==> src/rtl/cfg_memory_burst.sv <==
// cfg_memory_burst: parametrised M x N configuration register file.
// Random single writes and registered reads, auto-incrementing burst writes,
// out-of-range detection, and a flat all_data_out bus for the datapath.
// Optional feature macro: CFG_MEM_CLEAR_EN compiles in the sequential clear
// engine (CLEAR state, clear_start path). Without it clear_start is ignored.
module cfg_memory_burst #(
    parameter int M = 102,
    parameter int N = 8
) (
    input  logic                clk,
    input  logic                reset,
    input  logic [N-1:0]        data_in,
    input  logic [$clog2(M)-1:0] addr,
    input  logic                write_enable,
    input  logic                read_enable,
    input  logic                burst_start,
    input  logic [$clog2(M)-1:0] burst_len,
    input  logic                clear_start,
    output logic [N-1:0]        data_out,
    output logic [M*N-1:0]      all_data_out,
    output logic                busy,
    output logic                addr_error
);
    localparam int AW = $clog2(M);
    // One extra bit so the range check also works when M is a power of two.
    localparam logic [AW:0]   M_W  = (AW+1)'(M);
    localparam logic [AW-1:0] LAST = AW'(M-1);

`ifdef CFG_MEM_CLEAR_EN
    typedef enum logic [1:0] {S_IDLE, S_BURST, S_CLEAR} state_t;
`else
    typedef enum logic [1:0] {S_IDLE, S_BURST} state_t;
    logic unused_clear_start;
    assign unused_clear_start = clear_start;
`endif

    state_t                   state_q, state_d;
    logic [AW-1:0]            ptr_q, ptr_d;
    logic [AW-1:0]            count_q, count_d;
    logic [N-1:0]             data_out_q, data_out_d;
    logic                     addr_err_q, addr_err_d;
    logic [M-1:0][N-1:0]      mem_q;

    // Single storage write port shared by IDLE writes, burst and clear.
    logic                     mem_we;
    logic [AW-1:0]            mem_wa;
    logic [N-1:0]             mem_wd;

    logic                     addr_ok;
    assign addr_ok = ({1'b0, addr} < M_W);

    // Next-state, storage write port and output updates.
    always_comb begin
        state_d    = state_q;
        ptr_d      = ptr_q;
        count_d    = count_q;
        data_out_d = data_out_q;
        addr_err_d = 1'b0;
        mem_we     = 1'b0;
        mem_wa     = ptr_q;
        mem_wd     = data_in;
        case (state_q)
            S_IDLE: begin
`ifdef CFG_MEM_CLEAR_EN
                if (clear_start) begin
                    state_d    = S_CLEAR;
                    ptr_d      = '0;
                    data_out_d = '0;
                end else
`endif
                if (burst_start) begin
                    if (addr_ok) begin
                        state_d = S_BURST;
                        ptr_d   = addr;
                        count_d = burst_len;
                    end else begin
                        addr_err_d = 1'b1;
                    end
                end else if (write_enable) begin
                    if (addr_ok) begin
                        mem_we     = 1'b1;
                        mem_wa     = addr;
                        data_out_d = data_in;
                    end else begin
                        addr_err_d = 1'b1;
                    end
                end else if (read_enable) begin
                    if (addr_ok) begin
                        data_out_d = mem_q[addr];
                    end else begin
                        data_out_d = '0;
                        addr_err_d = 1'b1;
                    end
                end
            end
            S_BURST: begin
                // No write_enable means the loader is stalling; just wait.
                if (write_enable) begin
                    mem_we     = 1'b1;
                    mem_wa     = ptr_q;
                    data_out_d = data_in;
                    ptr_d      = (ptr_q == LAST) ? '0 : ptr_q + 1'b1;
                    if (count_q == '0) state_d = S_IDLE;
                    else               count_d = count_q - 1'b1;
                end
            end
`ifdef CFG_MEM_CLEAR_EN
            S_CLEAR: begin
                mem_we = 1'b1;
                mem_wa = ptr_q;
                mem_wd = '0;
                if (ptr_q == LAST) begin
                    state_d = S_IDLE;
                    ptr_d   = '0;
                end else begin
                    ptr_d = ptr_q + 1'b1;
                end
            end
`endif
            default: state_d = S_IDLE;
        endcase
    end

    // Control state and output registers.
    always_ff @(posedge clk) begin
        if (reset) begin
            state_q    <= S_IDLE;
            ptr_q      <= '0;
            count_q    <= '0;
            data_out_q <= '0;
            addr_err_q <= 1'b0;
        end else begin
            state_q    <= state_d;
            ptr_q      <= ptr_d;
            count_q    <= count_d;
            data_out_q <= data_out_d;
            addr_err_q <= addr_err_d;
        end
    end

    // Storage array; only ever written through the shared port above.
    always_ff @(posedge clk) begin
        if (reset)       mem_q         <= '0;
        else if (mem_we) mem_q[mem_wa] <= mem_wd;
    end

    assign data_out     = data_out_q;
    assign addr_error   = addr_err_q;
    assign busy         = (state_q != S_IDLE);
    assign all_data_out = mem_q;
endmodule

==> config.mk <==
export PLATFORM = sky130hd
export DESIGN_NAME = cfg_memory_burst
export DESIGN_NICKNAME = d
export VERILOG_FILES = /design/src/rtl/cfg_memory_burst.sv
export SDC_FILE = /design/constraint.sdc
export NUM_CORES = 2
export LEC_CHECK = 0
export ABC_CLOCK_PERIOD_IN_PS = 7900
export BUFFER_PORTS_ARGS = -buffer_cell sky130_fd_sc_hd__buf_2
export CAP_MARGIN = 20
export CORE_AREA = 2 2 333 335
export DETAILED_ROUTE_END_ITERATION = 6
export DIE_AREA = 0 0 335 337
export GPL_ROUTABILITY_DRIVEN = 0
export HOLD_SLACK_MARGIN = 0.03
export PLACE_DENSITY = 0.54
export SYNTH_ARGS = -nofsm -noshare
export SYNTH_HDL_FRONTEND = slang
export SYNTH_SLANG_ARGS = --single-unit
==> constraint.sdc <==
create_clock -name clk -period 7.9 [get_ports clk]
set_input_delay 0.395 -clock clk [delete_from_list [all_inputs] [get_ports clk]]
set_output_delay 0.395 -clock clk [all_outputs]
set_load 0.05 [all_outputs]
# After elaboration in Yosys (flattened, before gate mapping)
# Index checks and enable logic that the tools add are counted.
[totals] reg_bits=841 out_inout_bits=826 word_cells=173
[classes] n_addsub=2 order_cmp=4 eq_ne=10 mux=39 bitwise=1 n_reduce_logical=10
[ops] cell="816-bit bitwise mux" n=1
[ops] cell="7-bit two-way mux" n=11
[ops] cell="8-bit two-way mux" n=8
[ops] cell="8-bit binary-select mux with 7-bit select" n=1
[ops] cell="8-bit demux with 7-bit select" n=1
[ops] cell="7-bit case mux with 2 select lines" n=2
[ops] cell="7-bit by 8-bit < comparator with 1-bit output (second input constant)" n=2
[ops] cell="8-bit case mux with 2 select lines" n=1
[ops] cell="2-bit inequality test (second input constant)" n=6
[ops] cell="5-bit AND reduction" n=2
[ops] cell="1-bit two-way mux" n=8
[ops] cell="2-bit two-way mux" n=4
[ops] cell="7-bit by 1-bit adder with 7-bit output (second input constant)" n=1
[ops] cell="7-bit == test (second input constant)" n=1
[ops] cell="7-bit by 1-bit greater-or-equal comparator with 1-bit output (second input constant)" n=1
[ops] cell="7-bit logical NOT" n=1
[ops] cell="7-bit < comparator (second input constant)" n=1
[ops] cell="7-bit by 1-bit subtractor with 7-bit output (second input constant)" n=1
[ops] cell="3-bit inequality test (second input constant)" n=2
[ops] cell="2-bit case mux with 2 select lines" n=1
[ops] cell="4-bit AND reduction" n=1
[ops] cell="2-bit nonzero test" n=2
[ops] cell="3-bit AND reduction" n=1
[ops] cell="2-bit by 1-bit == test with 1-bit output (second input constant)" n=1
[ops] cell="other kinds (5)" n=5

# Logic depth before layout (Yosys ltp)
[depth] depth_word=10 mapped_depth=12 mapped_depth_nobuf=9

# Worst setup path before layout
# Ideal clock, no wire load.
[synth_timing] path_type="reg2reg" from="register state_q[0]" to="register mem_q (netlist bit all_data_out[256])" arrival_ns=2.656 required_time_ns=7.772 path_slack_ns=5.117 stages_incl_launch_ff=11 n_path_buf=3 synth_period_minus_slack_ns=2.783 cell_sequence="dfxtp_1 or3b_1 buf_2 a31oi_1 mux2i_1 and2_1 buf_2 and2_1 buf_2 mux2i_1 nor2_1"
[synth_between] elab_chain_len=7 word_cells_on_any_way=10
[synth_lines] item="start: declaration" line_no="37" text="state_t state_q, state_d;"
[synth_lines] item="start signal: assignment" line_no="133" text="state_q <= state_d;"
[synth_lines] item="2-bit logical NOT" line_no="62" text="case (state_q)"
[synth_lines] item="7-bit two-way mux"
[synth_lines] item="7-bit by 8-bit < comparator with 1-bit output (not written as such) or 7-bit by 1-bit greater-or-equal comparator with 1-bit output (tied branches)" line_no="144" text="else if (mem_we) mem_q[mem_wa] <= mem_wd;"
[synth_lines] item="1-bit logical AND (not written as such)" line_no="144"
[synth_lines] item="8-bit two-way mux (not written as such)" line_no="144"
[synth_lines] item="8-bit demux with 7-bit select" line_no="144"
[synth_lines] item="816-bit bitwise mux" line_no="144"
[synth_lines] item="end signal: indexed assignment" line_no="144"
[synth_lines] item="end: declaration" line_no="42" text="logic [M-1:0][N-1:0] mem_q;"
# Parallel ways exist; a longest one is shown, timed or not.
# A chain may end at the register's enable or synchronous reset.

# Worst setup path after layout
[layout_timing] from="register state_q[0]" to="register mem_q (netlist bit all_data_out[753])"
# The elaborated chain is that of the path after synthesis.

==> impl_metrics.py <==
metrics = {
    "synthesis": {
        "synth_seq_area_share_pct": 44.1,
        "syn-num-nets": 4350,
        "synth_top_area_cell": "sky130_fd_sc_hd__dfxtp_1",
        "post_synth_most_frequent_cells": "sky130_fd_sc_hd__dfxtp_1, sky130_fd_sc_hd__nand2_1, sky130_fd_sc_hd__a21oi_1",
        "synth_most_common_cell": "sky130_fd_sc_hd__dfxtp_1",
        "dominantRegCellSynth": "sky130_fd_sc_hd__dfxtp_1",
        "synth-edff-count": 0,
        "netlist-cell-type-count": 65,
        "yosys_register_bits": 840,
        "synth.top_cells.by_area": "sky130_fd_sc_hd__dfxtp_1, sky130_fd_sc_hd__mux4_2, sky130_fd_sc_hd__mux2i_1",
        "synth_top_area_share_pct": 44.1,
        "syn-cell-area_um2": 38100,
        "synth_cells": 4318,
        "yosysWarnings": 0,
        "avgSynthCellArea_um2": 8.83,
        "ys_async_sr_fraction_pct": 0,
    },
    "sta": {
        "timing_worst_slew_pin_value_ns": 1.42,
        "finalSetupViolCount": 0,
        "grt_setup_unrepaired": "no",
        "maxSlewHeadroom_pct": 5.52,
        "report.final.slew_viol_count": 0,
        "post-route-period-util_pct": 58.3,
        "report.final.hold_viol_count": 0,
        "fin_tns_setup_ns": 0,
        "layout_min_cycle_time_ns": 4.61,
        "timing.fmax_mhz": 217,
        "finClkSkew_ns": 0.0347,
    },
    "clock_tree": {
        "htree_num_levels": 3,
        "cts_max_path_buffers": 3,
        "insertion_delay_ns": 0.71,
        "path_clk_slew_ns": 0.06,
        "numCtsBuffers": 96,
        "post_cts_resize_count": 0,
        "cts-root-buf": "sky130_fd_sc_hd__clkbuf_16",
        "cts_tree": "built",
        "cts_num_sinks": 840,
    },
    "route": {
        "detail_route.wl_per_cell_um": 29.2,
        "final_antenna_net_count": 0,
        "via_count": 37000,
        "route.detailed.drc": 0,
        "drtIter0Drc": 3861,
        "routed_wirelength_mm": 187,
        "dr.pass1.iters": 6,
        "detail_route.vias_per_cell": 5.78,
    },
    "critical_path": {
        "worstSetupPathType": "reg2reg",
        "cp-start-kind": "flop",
        "crit_path_max_fanout": 50,
        "rr_worst_depth": 8,
        "reg2reg_slack_ns": 3.29,
        "timing.critical_path.to_type": "flop",
        "timing.rr.end": "all_data_out[753]",
        "timing.rr.start": "state_q[0]",
        "worst-endpoint-required_ns": 8.45,
        "worst_ep_arrival_time_ns": 5.16,
    },
    "pwr": {
        "power-per-cell-area_nw_per_um2": 209,
        "peakVddDrop_mv": 0.153,
        "design_power_total_uw": 9650,
        "power_leakage_uw": 0.0186,
    },
    "die": {
        "floorplan.rows": 122,
        "area_of_the_die_um2": 113000,
        "chipWidth_um": 335,
        "starting_utilization_of_the_core_area_pct": 34.8,
        "io_pins": 854,
        "fp.coreArea_um2": 110000,
        "dieHeight_um": 337,
    },
    "layout": {
        "ff_latch_area_um2": 16800,
        "final_area_um2": 46300,
        "post_route_cells_drive_above_1_share_pct": 25.8,
        "layout.filler_cells": 11100,
        "areaGrowthSynthToFinish_pct": 21.4,
        "stdcell_count": 6407,
        "multi_input_combinational_cell_area_um2": 19500,
        "nNetsFinal": 4937,
    },
    "grt": {
        "grt_start_max_net_pins": 216,
        "grt_pass1_wl_mm": 260,
        "gr-total-overflow": 0,
        "first_global_vias": 33700,
        "grt_antenna_before_repair": 8,
        "groute.usage.overall_pct": 31.7,
    },
    "placement": {
        "dp_cells": 6225,
        "placed_cell_area_um2": 43000,
        "portBuffers": 852,
        "hpwl_mm": 130,
    },
    "worst_hold_path": {
        "holdCritStartpoint": "burst_start",
        "hold_path_end": "state_q[0]",
        "min_delay_path_depth": 3,
        "hold_path_class": "in2reg",
    },
    "status": {
        "run_status": "finished clean",
    },
    "job": {
        "drv.max_cap_violation_count": 0,
    },
}
cell usage in the layout, fill, tap and decap left out, types with 7 or more instances in the layout:
cell and n:
sky130_fd_sc_hd__dfxtp_1 840, sky130_fd_sc_hd__buf_2 840, sky130_fd_sc_hd__nand2_1 738, sky130_fd_sc_hd__a21oi_1 613, sky130_fd_sc_hd__nand3_1 553, sky130_fd_sc_hd__mux2i_1 341, sky130_fd_sc_hd__nor2_1 305, sky130_fd_sc_hd__mux4_2 178
sky130_fd_sc_hd__clkbuf_16 97, sky130_fd_sc_hd__buf_4 69, sky130_fd_sc_hd__clkbuf_1 31, sky130_fd_sc_hd__o22ai_1 30, sky130_fd_sc_hd__o21ai_0 29, sky130_fd_sc_hd__and3_1 25, sky130_fd_sc_hd__o221ai_1 21, sky130_fd_sc_hd__clkbuf_8 20
sky130_fd_sc_hd__inv_1 13, sky130_fd_sc_hd__a31oi_1 11, sky130_fd_sc_hd__and2_1 11, sky130_fd_sc_hd__nand2b_1 11, sky130_fd_sc_hd__nor3_1 10, sky130_fd_sc_hd__mux2_2 9, sky130_fd_sc_hd__a211oi_1 9, sky130_fd_sc_hd__and2_2 8
sky130_fd_sc_hd__a22oi_1 8, sky130_fd_sc_hd__nor3_4 7, sky130_fd_sc_hd__nor2b_1 7, sky130_fd_sc_hd__bufinv_16 7, sky130_fd_sc_hd__clkinv_2 7, sky130_fd_sc_hd__dlygate4sd3_1 7
area by class of cell:
cell class	count	area share, %
flip-flops and latches	840	36.4
repair buffers	923	10.6
clock inverters	25	0.817
multi-input cells	3028	42.1
diodes	2	0.0108
inverters	16	0.130
clock buffers	147	6.06
well taps	1426	3.86
logic make-up after synthesis:
kind of cell               after synthesis  share of synthesized area (%)
and+or+nand+nor                       1712                           19.7
adders and majority gates                4                          0.131
xor gates and xnor gates                 1                         0.0230
AOI/OAI and AO/OA                      776                           11.1
buffers and inverters                  450                           4.99
muxes                                  535                           19.9
DFF                                    840                           44.1
timing repair:
item / in CTS / in global routing
hold buffers: 7 / 0
endpoints found under the hold margin: 7 / 0
setup buffers: 0 / 0
sequential cells by signal, indices dropped and copies added, names as in the netlist:
| register | flops |
|---|---|
| state_q | 1 |
| data_out | 8 |
| all_data_out | 816 |
| addr_error | 1 |
| ptr_q | 7 |
| count_q | 7 |
metrics by stage:
| stage | hold slack (ns) | setup WS, ns | utilization [%] |
|---|---|---|---|
| floorplan | 0.492 | 5.12 | - |
| global placement | 0.449 | 3.26 | 39.2 |
| detailed placement | 0.456 | 3.26 | 39.2 |
| CTS | 0.0386 | 3.37 | 42.2 |
| global route | 0.130 | 3.03 | 42.2 |
| finish | 0.101 | 3.29 | 42.2 |
how the worst max path moves through the flow:
stage | start | end | slack (ns) | cells past startpoint
2_1_floorplan | state_q[0] | all_data_out[256] | 5.12 | 10
3_3_place_gp | addr[3] | all_data_out[370] | 3.26 | 8
3_5_place_dp | addr[3] | all_data_out[757] | 3.26 | 9
4_1_cts | state_q[0] | all_data_out[753] | 3.37 | 8
5_1_grt | state_q[0] | all_data_out[371] | 3.03 | 7
6_report | state_q[0] | all_data_out[753] | 3.29 | 8
metal layers:
metal,global-route usage [%],share of wire [%]
met5,0,0.012
met4,13.7,4.5
met3,7.45,9.0
met2,49.9,46
met1,41.4,40
worst max-delay path: stages (launching register included):
cell and delay, ns:
sky130_fd_sc_hd__dfxtp_1 0.92, sky130_fd_sc_hd__or3b_1 0.37, sky130_fd_sc_hd__a31o_2 0.48, sky130_fd_sc_hd__mux2_4 0.40
sky130_fd_sc_hd__nor3_4 0.72, sky130_fd_sc_hd__buf_4 0.60, sky130_fd_sc_hd__and2_1 0.63, sky130_fd_sc_hd__mux2i_1 0.26
sky130_fd_sc_hd__nor2_1 0.06
power breakdown:
group	internal, µW	leakage (µW)	switching, µW
Combinational	164	0.0103	597
Clock	2680	0.00155	1930
Sequential	4260	0.00677	25.4
Total	7100	0.0186	2550
Note: power is estimated with default switching activity, not from simulation.
